## src/rtl/rom_stream_sink.sv

```systemverilog
// Packs the byte-serial ROM load stream into little-endian 16-bit words and
// writes them sequentially to SDRAM through the wr/wait port, via a small word FIFO.
module rom_stream_sink #(
    parameter logic [22:0] BASE_ADDR  = 23'h000000,
    parameter int unsigned FIFO_DEPTH = 8
) (
    input  logic        wclk,
    input  logic        reset,
    input  logic        rom_loading,
    input  logic [7:0]  rom_do,
    input  logic        rom_do_valid,
    output logic [22:0] mem_addr,
    output logic [15:0] mem_din,
    output logic [1:0]  mem_ds,
    output logic        mem_wr,
    input  logic        mem_wait,
    output logic        busy,
    output logic        done,
    output logic [23:0] byte_count,
    output logic        overflow
);

    localparam int unsigned ADDR_W = 23;
    localparam int unsigned IDX_W  = 22;
    localparam int unsigned DATA_W = 16;
    localparam int unsigned DS_W   = 2;
    localparam int unsigned CNT_W  = 24;
    localparam int unsigned ENT_W  = IDX_W + DS_W + DATA_W;
    localparam int unsigned PTR_W  = $clog2(FIFO_DEPTH);
    localparam int unsigned FC_W   = PTR_W + 1;

    typedef enum logic {
        S_IDLE,
        S_WAIT
    } state_t;

    state_t state;
    state_t state_nxt;

    logic               load_q;
    logic               start_c;
    logic               stop_c;
    logic               accept_c;
    logic               odd_c;

    logic               pend_v;
    logic [7:0]         pend_byte;
    logic [IDX_W-1:0]   wr_idx;

    logic               push_c;
    logic [ENT_W-1:0]   push_ent_c;
    logic               push_ok_c;
    logic               drop_c;
    logic               pop_c;
    logic               issue_c;
    logic               wr_nxt_c;
    logic               drained_c;

    logic [ENT_W-1:0]   fifo_mem [FIFO_DEPTH];
    logic [FC_W-1:0]    wptr;
    logic [FC_W-1:0]    rptr;
    logic [FC_W-1:0]    fifo_cnt;
    logic               fifo_empty;
    logic               fifo_full;
    logic [ENT_W-1:0]   head_ent;
    logic [IDX_W-1:0]   head_idx;
    logic [DS_W-1:0]    head_ds;
    logic [DATA_W-1:0]  head_data;

    // Load framing: edges of the registered rom_loading level.
    assign start_c  = rom_loading & ~load_q;
    assign stop_c   = ~rom_loading & load_q;
    assign accept_c = rom_do_valid & rom_loading;
    // The start cycle counts from zero, so a byte there is always the even one.
    assign odd_c    = start_c ? 1'b0 : byte_count[0];

    always_ff @(posedge wclk or posedge reset) begin
        if (reset) begin
            load_q <= 1'b0;
        end else begin
            load_q <= rom_loading;
        end
    end

    // Word assembly: odd bytes complete a word, a trailing even byte is flushed at end.
    always_comb begin
        push_c     = 1'b0;
        push_ent_c = '0;
        if (accept_c && odd_c) begin
            push_c     = 1'b1;
            push_ent_c = {wr_idx, 2'b11, rom_do, pend_byte};
        end else if (stop_c && pend_v) begin
            push_c     = 1'b1;
            push_ent_c = {wr_idx, 2'b01, 8'h00, pend_byte};
        end
    end

    always_ff @(posedge wclk or posedge reset) begin
        if (reset) begin
            pend_v    <= 1'b0;
            pend_byte <= 8'h00;
            wr_idx    <= '0;
        end else if (start_c) begin
            pend_v    <= accept_c;
            pend_byte <= accept_c ? rom_do : 8'h00;
            wr_idx    <= '0;
        end else begin
            if (accept_c && !odd_c) begin
                pend_v    <= 1'b1;
                pend_byte <= rom_do;
            end else if (accept_c || stop_c) begin
                pend_v    <= 1'b0;
            end
            // Dropped words still consume an index so later addresses stay correct.
            if (push_c) begin
                wr_idx <= wr_idx + IDX_W'(1);
            end
        end
    end

    // Word FIFO: a pop in the same cycle frees the slot for a push when full.
    assign fifo_cnt   = wptr - rptr;
    assign fifo_empty = (wptr == rptr);
    assign fifo_full  = (fifo_cnt == FC_W'(FIFO_DEPTH));
    assign push_ok_c  = push_c && (!fifo_full || pop_c);
    assign drop_c     = push_c && fifo_full && !pop_c;
    assign head_ent   = fifo_mem[rptr[PTR_W-1:0]];
    assign head_idx   = head_ent[ENT_W-1 -: IDX_W];
    assign head_ds    = head_ent[DATA_W +: DS_W];
    assign head_data  = head_ent[DATA_W-1:0];

    always_ff @(posedge wclk) begin
        if (push_ok_c) begin
            fifo_mem[wptr[PTR_W-1:0]] <= push_ent_c;
        end
    end

    always_ff @(posedge wclk or posedge reset) begin
        if (reset) begin
            wptr <= '0;
            rptr <= '0;
        end else if (start_c) begin
            wptr <= '0;
            rptr <= '0;
        end else begin
            if (push_ok_c) begin
                wptr <= wptr + FC_W'(1);
            end
            if (pop_c) begin
                rptr <= rptr + FC_W'(1);
            end
        end
    end

    // Write FSM: state register.
    always_ff @(posedge wclk or posedge reset) begin
        if (reset) begin
            state <= S_IDLE;
        end else begin
            state <= state_nxt;
        end
    end

    // Write FSM: next state; a start aborts any write in flight.
    always_comb begin
        state_nxt = state;
        if (start_c) begin
            state_nxt = S_IDLE;
        end else begin
            case (state)
                S_IDLE: if (!fifo_empty) state_nxt = S_WAIT;
                S_WAIT: if (!mem_wait) state_nxt = S_IDLE;
                default: state_nxt = S_IDLE;
            endcase
        end
    end

    // Write FSM: outputs. The head moves into the write registers when issued,
    // which then hold it unchanged across wait retries.
    always_comb begin
        issue_c  = 1'b0;
        pop_c    = 1'b0;
        wr_nxt_c = 1'b0;
        if (!start_c) begin
            case (state)
                S_IDLE: begin
                    if (!fifo_empty) begin
                        issue_c  = 1'b1;
                        pop_c    = 1'b1;
                        wr_nxt_c = 1'b1;
                    end
                end
                S_WAIT: wr_nxt_c = mem_wait;
                default: wr_nxt_c = 1'b0;
            endcase
        end
    end

    always_ff @(posedge wclk or posedge reset) begin
        if (reset) begin
            mem_wr   <= 1'b0;
            mem_addr <= BASE_ADDR;
            mem_din  <= '0;
            mem_ds   <= '0;
        end else begin
            mem_wr <= wr_nxt_c;
            if (issue_c) begin
                mem_addr <= ADDR_W'(BASE_ADDR + {head_idx, 1'b0});
                mem_din  <= head_data;
                mem_ds   <= head_ds;
            end
        end
    end

    // Completion once the source has stopped and every word is accepted.
    assign drained_c = !rom_loading && !load_q && !pend_v && fifo_empty && (state == S_IDLE);

    always_ff @(posedge wclk or posedge reset) begin
        if (reset) begin
            busy       <= 1'b0;
            done       <= 1'b0;
            byte_count <= '0;
            overflow   <= 1'b0;
        end else if (start_c) begin
            busy       <= 1'b1;
            done       <= 1'b0;
            overflow   <= 1'b0;
            byte_count <= accept_c ? CNT_W'(1) : '0;
        end else begin
            if (accept_c) begin
                byte_count <= byte_count + CNT_W'(1);
            end
            if (drop_c) begin
                overflow <= 1'b1;
            end
            if (busy && drained_c) begin
                busy <= 1'b0;
                done <= 1'b1;
            end
        end
    end

endmodule

```

## config.mk

```make
export PLATFORM = sky130hd
export DESIGN_NAME = rom_stream_sink
export DESIGN_NICKNAME = d
export VERILOG_FILES = /design/src/rtl/rom_stream_sink.sv
export SDC_FILE = /design/constraint.sdc
export NUM_CORES = 1
export LEC_CHECK = 0
export ABC_AREA = 1
export CAP_MARGIN = 30
export CORE_UTILIZATION = 40
export DETAILED_ROUTE_END_ITERATION = 8
export PLACE_DENSITY_LB_ADDON = 0.1
export SYNTH_ARGS = -nofsm -noshare
export SYNTH_HDL_FRONTEND = slang
export SYNTH_SLANG_ARGS = --single-unit
```

## constraint.sdc

```tcl
create_clock -name wclk -period 7.3 [get_ports wclk]
set_input_delay 0.73 -clock wclk [delete_from_list [all_inputs] [get_ports wclk]]
set_output_delay 0.73 -clock wclk [all_outputs]
set_load 0.005 [all_outputs]
```

==> run metrics <==
status=completed; grt ovf=0; fraction of layout cells with a size suffix above 1=between 6 and 7%; Synthesized Nets=around 1700; max-slew violations=0; Seq/Total Area, Yosys=around two thirds; Final Hold Fails=0; Placeable Area=about 45000 um2; area leader, netlist=edfxtp_1; post-detail-place hpwl=between 20000 and 30000 um; # Post-CTS Setup Buffers=0; Slew headroom=roughly 28%; startpoint types=register; cells after synthesis=around 1700; Reg clk slew, reported paths=around 0.06 ns; CTS tree=yes; synth top area cells=edfxtp_1 (52%), dfrtp_1 (15%), nand2_1 (5.8%); Max Buffers Root-to-Sink=3; Synth Cell Area=18310 um2; Synth cell types=40; Main synth FF type=edfxtp_1; chip width=216.0 um; Post-synth EDFFs=320; Root Driver=clkbuf_16; Worst Tran Pin Value=about 1.1 ns; clk_lat worst skew=~0.58 ns; crit end category=register; drt total wl=~43000 um; worst setup margin=3.427 ns; Area growth, synth to finish=16.48%; fin nets=roughly 1800; Final setup viols=0; GRT Max-Usage Layer=met2; syn_area_per_cell=10.73 um2; RePlAce Congestion=between 0.8 and 0.9; largest net degree at the start of global routing=~230; average wire per standard cell=around 18 um; Critical Path RT=around 7.6 ns; top cell type's share of synthesized area=about 52%; remaining antenna violation count=0; Die H=about 220 um; Initial Util=between 40 and 50%; highest clock rate=between 200 and 300 MHz; htree depth=2; vias per cell=between 5 and 6; critical path class=register to register; Pleak=8.320 nW; drt pass-1 iters=7; DP Worst Slack=around 3.1 ns; I/O Buffers=80; cts bufs inserted=47; initial detailed-routing violation count=just under 900; Min Clock Period, post-route=roughly 3.9 ns; worst vdd ir=between 200 and 300 uV; maxcap violations=0; vias in the first global route=around 12000; GRT Resource Usage Total=19.09%; Remaining DRCs=0; global routing usage on met1=between 20 and 30%; Cell Rows=between 70 and 80; hold bufs inserted after CTS=0; PwrDens=between 300 and 400 nW/um2; n_diodes=0; CP Max Fanout=98; Period Utilization, post-route=between 50% and 60%; Vias=~12000; Worst Clk Skew=0.01549 ns; IO Pins=approximately 80; Post-synth ARST share=around 25%; global-route wire length before repair=about 70000 um; GR Layer Usage met2=a little under a third; Sum Neg Setup Slack=0 ns; antenna violations before repair=0; unrepaired setup endpoints after global routing=false; total die area=46640 um2; Ys Warns=0; WP data arrival=~4.1 ns; hold crit path type=register to register; met3 GRT Util=between 2 and 3%; CTS sink count=between 400 and 500; post-cts gate resize count=0; #FFs+latches synth=around 430
[worst max-delay path, stage by stage, from the launching register on]
cell,delay (ns)
dfrtp_4,1.03
ha_1,0.38
nand2_1,0.06
inv_1,0.05
nand3_1,0.16
nand3_4,0.12
nand2_2,0.15
nand3_1,0.35
nor2_4,0.84
buf_4,0.38
[per-layer routing]
metal | wire length [um] | vias to the layer above | share of wire [%]
met2 | 19850 | 214 | 46
met4 | 788 | 0 | 1.8
li1 | - | 5943 | -
met3 | 1549 | 56 | 3.6
met5 | 0 | - | 0
met1 | 21250 | 5895 | 49
[stage by stage]
stage	total power [mW]	std cells	utilization (%)	area (um2)	hold WS, ns
3_3_place_gp	4.766	2315	43.35	19630	0.4624
5_1_grt	7.584	2407	47.10	21330	0.4927
3_5_place_dp	4.806	2318	43.50	19700	0.4649
2_1_floorplan	4.146	1706	-	18310	0.4726
6_report	7.163	2407	47.10	21330	0.4733
4_1_cts	7.269	2406	47.08	21320	0.4803
[cell type report]
cell class | instances | area, um2
clock buffers | 78 | 1455
clock inverters | 10 | 163.9
fillers | 4215 | 23950
inverters | 257 | 970.9
multi-input cells | 934 | 4643
flip-flops and latches | 428 | 12320
well taps | 600 | 750.7
repair buffers | 100 | 1025
[registers in the layout (all words and copies together) (netlist names), 2 cells and up]
signal      cells
mem_addr       22
rptr            4
mem_din        16
mem_ds          2
fifo_mem      320
pend_byte       8
byte_count     24
wr_idx         22
wptr            4
[path summary, 6_finish.rpt]
path,slack (ns),end,cells past startpoint,start
max in group asynchronous,5.19,rptr[1]$_DFFE_PP0P_,3,reset
hold reg to reg,0.47,mem_din[11]$_DFFE_PP0P_,2,mem_din[11]$_DFFE_PP0P_
setup / recovery,3.43,fifo_mem[4][8]$_DFFE_PP_,9,rptr[0]$_DFFE_PP0P_
setup reg to reg,3.43,fifo_mem[4][8]$_DFFE_PP_,9,rptr[0]$_DFFE_PP0P_
min in group asynchronous,0.64,mem_addr[19]$_DFFE_PP0P_,2,reset
hold / removal,0.47,mem_din[11]$_DFFE_PP0P_,2,mem_din[11]$_DFFE_PP0P_
[cell families (layout without fill, tap and decap cells)]
logic type | Yosys count | after routing | share of synthesized area [%]
buf+inv | 344 | 445 | 7.708
other cells | 1 | 1 | 0.02048
compound gates | 301 | 301 | 9.525
flops | 428 | 428 | 67.24
xor+xnor | 5 | 5 | 0.2391
simple gates | 620 | 620 | 14.79
fa+ha+maj | 7 | 7 | 0.4783
[cell usage after synthesis (all sizes together) (2+ instances only)]
cell	instances
nand3	173
nand4	17
edfxtp	320
or2	3
dfrtp	108
nor2	113
nor3	22
clkbuf	21
o211ai	80
nand3b	4
nand2	287
buf	66
o21ai	112
o21a	2
inv	256
xor2	5
a21oi	101
ha	7
[report_power, final]
| part | switching [mW] | total, mW | internal, mW |
|---|---|---|---|
| Combinational | 1.06 | 1.71 | 0.647 |
| Sequential | 0.184 | 3.01 | 2.83 |
| Clock | 0.943 | 2.44 | 1.50 |
| Total | 2.19 | 7.16 | 4.97 |
[placed cells by master, fill, tap and decap left out, drive strengths merged, types with 20 or more instances in the layout]
cell type	n
edfxtp	320
nand2	287
inv	256
nand3	173
nor2	113
o21ai	112
dfrtp	108
a21oi	101
o211ai	80
clkdlybuf4s50	80
clkbuf	78
nor3	22
buf	20
Note: power is estimated with default switching activity, not from simulation.
